--- src/rtl/ifm_rd_if.sv ---
// ifm_rd_if: request, AXI read (AR/R) and line-buffer write signals of the IFM read engine
interface ifm_rd_if #(
  parameter int DW = 32,
  parameter int AW = 32,
  parameter int BUF_AW = 10
);
  logic              req_valid;
  logic              req_ready;
  logic [AW-1:0]     req_addr;
  logic              arvalid;
  logic              arready;
  logic [AW-1:0]     araddr;
  logic [7:0]        arlen;
  logic [2:0]        arsize;
  logic [1:0]        arburst;
  logic              rvalid;
  logic              rready;
  logic [DW-1:0]     rdata;
  logic [1:0]        rresp;
  logic              rlast;
  logic              buf_wready;
  logic              buf_we;
  logic [BUF_AW-1:0] buf_waddr;
  logic [DW-1:0]     buf_wdata;
  modport master (
    input  req_valid, req_addr, arready, rvalid, rdata, rresp, rlast, buf_wready,
    output req_ready, arvalid, araddr, arlen, arsize, arburst, rready, buf_we, buf_waddr, buf_wdata
  );
  modport slave (
    output req_valid, req_addr, arready, rvalid, rdata, rresp, rlast, buf_wready,
    input  req_ready, arvalid, araddr, arlen, arsize, arburst, rready, buf_we, buf_waddr, buf_wdata
  );
endinterface

--- src/rtl/ifm_rd_engine.sv ---
// ifm_rd_engine: AXI4 INCR-burst read master streaming IFM beats into the line buffer
module ifm_rd_engine #(
  parameter int DW = 32,
  parameter int AW = 32,
  parameter int BURST = 32,
  parameter int BUF_AW = 10
) (
  input  logic     clk,
  input  logic     rst_n,
  input  logic     map_start_i,
  ifm_rd_if.master bus,
  output logic     burst_done_o,
  output logic     busy_o,
  output logic     err_o
);
  localparam int CW = $clog2(BURST) + 1;
  typedef enum logic [1:0] {IDLE, ADDR, DATA} state_t;
  state_t            state_q, state_d;
  logic [AW-1:0]     araddr_q, araddr_d;
  logic [CW-1:0]     cnt_q, cnt_d;
  logic [BUF_AW-1:0] wptr_q, wptr_d, waddr_q, waddr_d;
  logic [DW-1:0]     wdata_q, wdata_d;
  logic              we_q, we_d, done_q, done_d, err_q, err_d;
  logic              beat, last_cnt, fin, bad;
  assign bus.req_ready  = state_q == IDLE;
  assign bus.arvalid    = state_q == ADDR;
  assign bus.araddr     = araddr_q;
  assign bus.arlen      = 8'(BURST - 1);
  assign bus.arsize     = 3'($clog2(DW / 8));
  assign bus.arburst    = 2'b01;
  assign bus.rready     = (state_q == DATA) & bus.buf_wready;
  assign bus.buf_we     = we_q;
  assign bus.buf_waddr  = waddr_q;
  assign bus.buf_wdata  = wdata_q;
  assign burst_done_o   = done_q;
  assign busy_o         = state_q != IDLE;
  assign err_o          = err_q;
  assign beat     = bus.rvalid & bus.rready;
  assign last_cnt = cnt_q == CW'(BURST - 1);
  assign fin      = beat & (last_cnt | bus.rlast);
  // early rlast and missing rlast on the final beat are both protocol errors
  assign bad      = beat & ((bus.rresp != 2'b00) | (bus.rlast ^ last_cnt));
  always_comb begin
    state_d  = state_q;
    araddr_d = araddr_q;
    cnt_d    = cnt_q;
    err_d    = err_q | bad;
    wptr_d   = beat ? wptr_q + 1'b1 : wptr_q;
    waddr_d  = beat ? wptr_q : waddr_q;
    wdata_d  = beat ? bus.rdata : wdata_q;
    we_d     = beat;
    done_d   = fin;
    case (state_q)
      IDLE: begin
        if (map_start_i) begin
          wptr_d = '0;
          err_d  = 1'b0;
        end
        if (bus.req_valid) begin
          araddr_d = bus.req_addr;
          state_d  = ADDR;
        end
      end
      ADDR: begin
        if (bus.arready) begin
          cnt_d   = '0;
          state_d = DATA;
        end
      end
      DATA: begin
        if (beat) cnt_d = cnt_q + 1'b1;
        if (fin) state_d = IDLE;
      end
      default: state_d = IDLE;
    endcase
  end
  always_ff @(posedge clk or negedge rst_n) begin
    if (!rst_n) begin
      state_q  <= IDLE;
      araddr_q <= '0;
      cnt_q    <= '0;
      wptr_q   <= '0;
      waddr_q  <= '0;
      wdata_q  <= '0;
      we_q     <= 1'b0;
      done_q   <= 1'b0;
      err_q    <= 1'b0;
    end else begin
      state_q  <= state_d;
      araddr_q <= araddr_d;
      cnt_q    <= cnt_d;
      wptr_q   <= wptr_d;
      waddr_q  <= waddr_d;
      wdata_q  <= wdata_d;
      we_q     <= we_d;
      done_q   <= done_d;
      err_q    <= err_d;
    end
  end
endmodule
--- src/flat_wrapper.sv ---
// flat-port wrapper written by rule: the top's interface ports become plain ports
module ifm_rd_engine_flat 
#(
  parameter int DW = 32,
  parameter int AW = 32,
  parameter int BURST = 32,
  parameter int BUF_AW = 10
)
  (clk, rst_n, map_start_i, burst_done_o, busy_o, err_o, bus_req_valid, bus_req_addr, bus_arready, bus_rvalid, bus_rdata, bus_rresp, bus_rlast, bus_buf_wready, bus_req_ready, bus_arvalid, bus_araddr, bus_arlen, bus_arsize, bus_arburst, bus_rready, bus_buf_we, bus_buf_waddr, bus_buf_wdata);
  ifm_rd_if #(.DW(DW), .AW(AW), .BUF_AW(BUF_AW)) bus_i ();
  input  logic clk;
  input  logic rst_n;
  input  logic map_start_i;
  output logic burst_done_o;
  output logic busy_o;
  output logic err_o;
  input wire logic [$bits(bus_i.req_valid)-1:0] bus_req_valid;
  input wire logic [$bits(bus_i.req_addr)-1:0] bus_req_addr;
  input wire logic [$bits(bus_i.arready)-1:0] bus_arready;
  input wire logic [$bits(bus_i.rvalid)-1:0] bus_rvalid;
  input wire logic [$bits(bus_i.rdata)-1:0] bus_rdata;
  input wire logic [$bits(bus_i.rresp)-1:0] bus_rresp;
  input wire logic [$bits(bus_i.rlast)-1:0] bus_rlast;
  input wire logic [$bits(bus_i.buf_wready)-1:0] bus_buf_wready;
  output wire logic [$bits(bus_i.req_ready)-1:0] bus_req_ready;
  output wire logic [$bits(bus_i.arvalid)-1:0] bus_arvalid;
  output wire logic [$bits(bus_i.araddr)-1:0] bus_araddr;
  output wire logic [$bits(bus_i.arlen)-1:0] bus_arlen;
  output wire logic [$bits(bus_i.arsize)-1:0] bus_arsize;
  output wire logic [$bits(bus_i.arburst)-1:0] bus_arburst;
  output wire logic [$bits(bus_i.rready)-1:0] bus_rready;
  output wire logic [$bits(bus_i.buf_we)-1:0] bus_buf_we;
  output wire logic [$bits(bus_i.buf_waddr)-1:0] bus_buf_waddr;
  output wire logic [$bits(bus_i.buf_wdata)-1:0] bus_buf_wdata;
  assign bus_i.req_valid = bus_req_valid;
  assign bus_i.req_addr = bus_req_addr;
  assign bus_i.arready = bus_arready;
  assign bus_i.rvalid = bus_rvalid;
  assign bus_i.rdata = bus_rdata;
  assign bus_i.rresp = bus_rresp;
  assign bus_i.rlast = bus_rlast;
  assign bus_i.buf_wready = bus_buf_wready;
  assign bus_req_ready = bus_i.req_ready;
  assign bus_arvalid = bus_i.arvalid;
  assign bus_araddr = bus_i.araddr;
  assign bus_arlen = bus_i.arlen;
  assign bus_arsize = bus_i.arsize;
  assign bus_arburst = bus_i.arburst;
  assign bus_rready = bus_i.rready;
  assign bus_buf_we = bus_i.buf_we;
  assign bus_buf_waddr = bus_i.buf_waddr;
  assign bus_buf_wdata = bus_i.buf_wdata;
  ifm_rd_engine #(.DW(DW), .AW(AW), .BURST(BURST), .BUF_AW(BUF_AW)) u_core (.clk(clk), .rst_n(rst_n), .map_start_i(map_start_i), .bus(bus_i), .burst_done_o(burst_done_o), .busy_o(busy_o), .err_o(err_o));
endmodule
--- config.mk ---
export PLATFORM = sky130hd
export DESIGN_NAME = ifm_rd_engine_flat
export DESIGN_NICKNAME = d
export VERILOG_FILES = /design/src/rtl/ifm_rd_if.sv /design/src/rtl/ifm_rd_engine.sv /design/src/flat_wrapper.sv
export SDC_FILE = /design/constraint.sdc
export NUM_CORES = 1
export LEC_CHECK = 0
export BUFFER_PORTS_ARGS = -buffer_cell sky130_fd_sc_hd__clkbuf_2
export CAP_MARGIN = 20
export CORE_MARGIN = 10
export CORE_UTILIZATION = 48
export DETAILED_ROUTE_END_ITERATION = 10
export PLACE_DENSITY_LB_ADDON = 0.12
export SYNTH_ARGS = -nofsm -noshare
export SYNTH_HDL_FRONTEND = slang
export SYNTH_SLANG_ARGS = --single-unit
--- constraint.sdc ---
create_clock -name clk -period 2.4 [get_ports clk]
set_clock_uncertainty 0.1 [all_clocks]
set_input_delay 0.12 -clock clk [delete_from_list [all_inputs] [get_ports clk]]
set_output_delay 0.12 -clock clk [all_outputs]
set_load 0.01 [all_outputs]
== Word level (Yosys, flattened, before mapping) ==
Cells that the tools add are included.

* Add/sub/neg operators: 2
* Eq/ne operators: 7
* Mux-type cells: 12
* Bitwise logic cells: 8
* Reduce and logical (&&, ||, !) cells: 7

{| class="wikitable"
|+ Operator list
! operator !! number
|-
| 2-to-1 mux 10 bit || 3
|-
| 2-to-1 mux 6 bit || 2
|-
| one-hot mux 6 bit (2 select lines) || 1
|-
| adder 10 x 1 -> 10 bit, second input constant || 1
|-
| adder 6 x 1 -> 6 bit, second input constant || 1
|-
| == test 6 x 5 -> 1 bit, second input constant || 1
|-
| 2-to-1 mux 2 bit || 3
|-
| one-hot mux 2 bit (3 select lines) || 1
|-
| AND reduction 3 bit || 2
|-
| nonzero test 2 bit || 3
|-
| bitwise AND 1 bit || 4
|-
| inequality test 2 x 1 -> 1 bit, second input constant || 2
|-
| inequality test 2 bit, second input constant || 2
|-
| OR 1 bit || 3
|-
| == test 2 x 1 -> 1 bit, second input constant || 1
|-
| == test 2 bit, second input constant || 1
|-
| logical NOT 2 bit || 1
|-
| 2-to-1 mux 1 bit || 2
|-
| AND reduction 2 bit || 1
|-
| bitwise XOR 1 bit || 1
|}

* Register bits after elaboration: 95
* Input port bits: 74

== Longest topological paths before layout ==
* Depth in word-level cells: 7
* Mapped depth: 7
* Gate-level depth less buffers: 7

== Worst setup path after synthesis ==
OpenSTA, ideal clock, no wires.

* Path kind: register to register
* From: register u_core.cnt_q[0]
* To: register u_core.err_q (netlist: u_core.err_o)
* Arrival time: 1,773 ps
* Required time: 2,175 ps
* Slack: 402 ps
* Stages on the path, launching flop included: 8
* Buffers on the path: 0
* Cells stage by stage: dfrtp_1 -> ha_1 -> nand3_1 -> or3b_2 -> ha_1 -> or3_1 -> a21oi_1 -> nor2_1

* Cells in the longest elaborated chain, start to end: 7

{| class="wikitable"
|+ Ends and longest elaborated chain
! item !! RTL line !! source
|-
| start, declared || ifm_rd_engine.sv:20 || <nowiki>logic [CW-1:0] cnt_q, cnt_d;</nowiki>
|-
| start signal, assigned || ifm_rd_engine.sv:91 || <nowiki>cnt_q <= cnt_d;</nowiki>
|-
| == test 6 x 5 -> 1 bit (*) || ifm_rd_engine.sv:39 || <nowiki>assign last_cnt = cnt_q == CW'(BURST - 1);</nowiki>
|-
| bitwise XOR 1 bit (*) || ifm_rd_engine.sv:42 || <nowiki>assign bad = beat & ((bus.rresp != 2'b00) | (bus.rlast ^ last_cnt));</nowiki>
|-
| OR 1 bit (*) || ifm_rd_engine.sv:42 ||
|-
| bitwise AND 1 bit (*) || ifm_rd_engine.sv:42 ||
|-
| OR 1 bit (*) || ifm_rd_engine.sv:47 || <nowiki>err_d = err_q | bad;</nowiki>
|-
| 2-to-1 mux 1 bit || ifm_rd_engine.sv:55 || <nowiki>if (map_start_i) begin</nowiki>
|-
| 2-to-1 mux 1 bit (*) || ifm_rd_engine.sv:53 || <nowiki>case (state_q)</nowiki>
|-
| net u_core.err_d || ifm_rd_engine.sv:23 || <nowiki>logic we_q, we_d, done_q, done_d, err_q, err_d;</nowiki>
|-
| end signal, assigned || ifm_rd_engine.sv:97 || <nowiki>err_q <= err_d;</nowiki>
|-
| end, declared || ifm_rd_engine.sv:23 ||
|}

Mark *: on every way through the listed nets, which the timed path passes. The rest lies on a longest branch.
A chain may end at the register's enable or synchronous reset.

== Worst setup path in the final report ==
* From: register u_core.cnt_q[1]
* To: register u_core.err_q (netlist: u_core.err_o)

The elaborated chain is that of the path after synthesis.

==> results.cfg <==
[status]
status = finished, final reports clean

[sta]
fin_hold_ws_ns = 0.0566
finalCritPeriodShare = 0.881
finalHoldViolCount = 0
min_period_ns = 2.11
rsz0062_at_grt = no
post_route_setup_tns_ns = 0
timing_max_transition_violations_final = 0
relSlewSlack = 0.578
setup_viol = 0
timing.fmax_mhz = 473
worstMarginPinSlew_ns = 0.633

[power_and_ir_drop]
sequential_share_of_power = 0.449
p_comb_frac = 0.372
power.share.clock = 0.179
power.switching_fraction = 0.357
total_power_density_per_cell_area_nw_per_um2 = 1030
vdd.ir_drop.worst_mv = 0.730
internal_power_mw = 3.74
leakage_nw = 2.98
netSwitchingPower_mw = 2.08

[clock_tree]
hold_buffers = 68
cts_buffer_depth = 2
post_cts_resized = 0
clk_latency_worst_skew_pair_ns = 0.36
cts_post_setup_buffers_inserted = 0
h-tree-depth = 3
cts_tree = yes
cts_root_buf = sky130_fd_sc_hd__clkbuf_8
cts_inserted_buffers = 9
clk_pin_slew_ns = 0.08
clkSinkCount = 95

[synth]
post_synthesis_sequential_element_count = 95
synthesis.yosys.warnings = 0
post_synth_instance_area_um2 = 3970
cells_after_synthesis = 370
ys_seq_area_frac = 0.599
synth.top_cells.by_area = sky130_fd_sc_hd__dfrtp_1, sky130_fd_sc_hd__nand2_1, sky130_fd_sc_hd__mux2_2, sky130_fd_sc_hd__buf_4, sky130_fd_sc_hd__buf_6
distinct_cell_type_count_after_synthesis = 34
netlist.top_cell.by_area = sky130_fd_sc_hd__dfrtp_1
avgSynthCellArea_um2 = 10.7
yosysTopAreaCellShare = 0.599

[critical_path]
worst_path_max_delay_cell = sky130_fd_sc_hd__or3b_2
setup.worst_path.class = flip-flop to flip-flop
end_kind = flip-flop
critPathRequiredTime_ns = 2.53
critical_path_s_largest_stage_delay_ns = 0.46
startpoint_type = flip-flop
cp_data_arrival_time_ns = 2.25
largest_driver_fanout_on_the_critical_path = 4
crit_path_cell_trace = ha_1 > nand3_1 > or3b_2 > ha_1 > or3_1 > a21oi_1 > nor2_1
cp_common_cell = sky130_fd_sc_hd__ha_1

[place]
place.gp.congestion = 0.804
io_buffers = 154
place_inst = 617
place_hpwl_um = 7550

[cells_and_area]
area_delta_synth_final_pct = 42.2
antennaDiodeCount = 0
final_cell_count_no_fill = 700
drive_gt1_frac = 0.351
finish.net_count = 668
mostFrequentLayoutCell = sky130_fd_sc_hd__clkbuf_2
core_occupancy_in_the_finished_layout = 0.694
layout.cells.most_common_list = sky130_fd_sc_hd__clkbuf_2, sky130_fd_sc_hd__nand2_1, sky130_fd_sc_hd__dfrtp_1
n_fill_cell = 627

[job]
maxCapViolations = 0

[floorplanning]
placeable_core_region_um2 = 8130
initial_standard_cell_utilization_of_the_core = 0.488
top_level_ports = 168
die_area_um2 = 12300
placement_rows = 33
dieHeight_um = 111
floorplan.die.width_um = 111

[route]
postRouteAntennaNets = 0
finalWirelength_um = 11000
drt_first_pass_iters = 4
dr_wl_cell_um = 15.7
drt_first_iter_violations = 98
vias_post_dr = 3303
route.detailed.vias_per_inst = 4.72
drc = 0

[global_routing]
initial_antenna_violation_count = 0
grt_pass1_wl_um = 18000
aggregate_global_route_resource_usage = 0.177
grt_start_max_net_pins = 52
globalRouteOverflowTotal = 0
via_count_of_the_first_global_routing_pass = 3424

[worst_hold_path]
hold_path.class = primary input to flip-flop
## state kept, by name (all words and copies together) (netlist names)
| register | cells |
|---|---|
| u_core.cnt_q | 6 |
| u_core.burst_done_o | 1 |
| u_core.wptr_q | 10 |
| u_core.state_q | 2 |
| u_core.bus.araddr | 32 |
| u_core.err_o | 1 |
| u_core.bus.buf_wdata | 32 |
| u_core.bus.buf_we | 1 |
| u_core.bus.buf_waddr | 10 |
## cells by family (layout without fill, tap and decap cells)
family,Yosys count,count (layout),share of synthesized area
muxes,38,38,0.106
DFF,95,95,0.599
AOI/OAI and AO/OA,20,20,0.0296
other,2,13,0.00189
xor gates and xnor gates,1,1,0.00221
buffers and inverters,39,253,0.0627
and+or+nand+nor,172,172,0.189
adders and majority gates,3,3,0.00946
## worst paths after layout
path	end	slack, ns	startpoint	depth (start not counted)
max	u_core.err_o$_DFF_PN0_	0.29	u_core.cnt_q[1]$_DFFE_PN0P_	7
min	u_core.burst_done_o$_DFF_PN0_	0.06	bus_rlast	4
max reg2reg	u_core.err_o$_DFF_PN0_	0.29	u_core.cnt_q[1]$_DFFE_PN0P_	7
min reg2reg	u_core.bus.buf_wdata[2]$_DFFE_PN0P_	0.38	u_core.bus.buf_wdata[2]$_DFFE_PN0P_	2
max in group asynchronous	u_core.bus.buf_wdata[21]$_DFFE_PN0P_	1.17	rst_n	3
min in group asynchronous	u_core.bus.buf_waddr[3]$_DFFE_PN0P_	0.21	rst_n	2
## final cells by class
class                   instances  area, um^2  share of cell area
flip-flops and latches         95        2380               0.421
repair buffers                230        1530               0.270
multi-input cells             247        1380               0.245
clock buffers                  10         138              0.0244
well taps                     105         131              0.0233
clock inverters                 5        57.6              0.0102
inverters                       8        30.0             0.00532
## synth_stat cells (all sizes together)
cell type	count
nand3	5
nor2	5
nand2	135
o21ai	6
or4	3
a21oi	8
nor2b	1
nand4	5
nand3b	2
a32o	1
or3b	2
nor4	2
o31ai	3
and2	3
inv	8
nand4b	2
xnor2	1
ha	3
mux2i	5
a21o	1
nor3	1
conb	2
clkbuf	1
mux2	33
dfrtp	95
nand2b	1
o211ai	1
buf	30
or3	5
## metrics by stage
stage,instance area [um^2],total power [mW],setup WS (ns)
3_3_place_gp,4770,4.64,0.313
2_1_floorplan,4010,3.77,0.402
5_1_grt,5640,6.24,0.148
3_5_place_dp,4770,4.71,0.285
6_report,5640,5.82,0.287
4_1_cts,5640,5.86,0.278
## routing by layer
layer,GRT usage,vias up,wire [um]
li1,-,1615,-
met1,0.204,1583,4610
met2,0.309,94,5610
met3,0.0509,11,616
met4,0.0521,0,166
met5,0,-,0
## power by group through the flow
stage / combinational (mW) / clock, mW / sequential, mW
floorplan: 0.930 / 0 / 2.84
global placement: 2.05 / 0 / 2.59
detailed placement: 2.09 / 0 / 2.62
CTS: 2.19 / 1.08 / 2.59
global route: 2.41 / 1.15 / 2.68
finish: 2.17 / 1.04 / 2.61
## critical path, delay by kind of cell, from the launching register on
kind | cells | cell delay, ns
simple gates | 4 | 0.91
flops | 1 | 0.40
fa+ha+maj | 2 | 0.45
compound gates | 1 | 0.14
No activity file was read; power rests on OpenSTA's default activity.
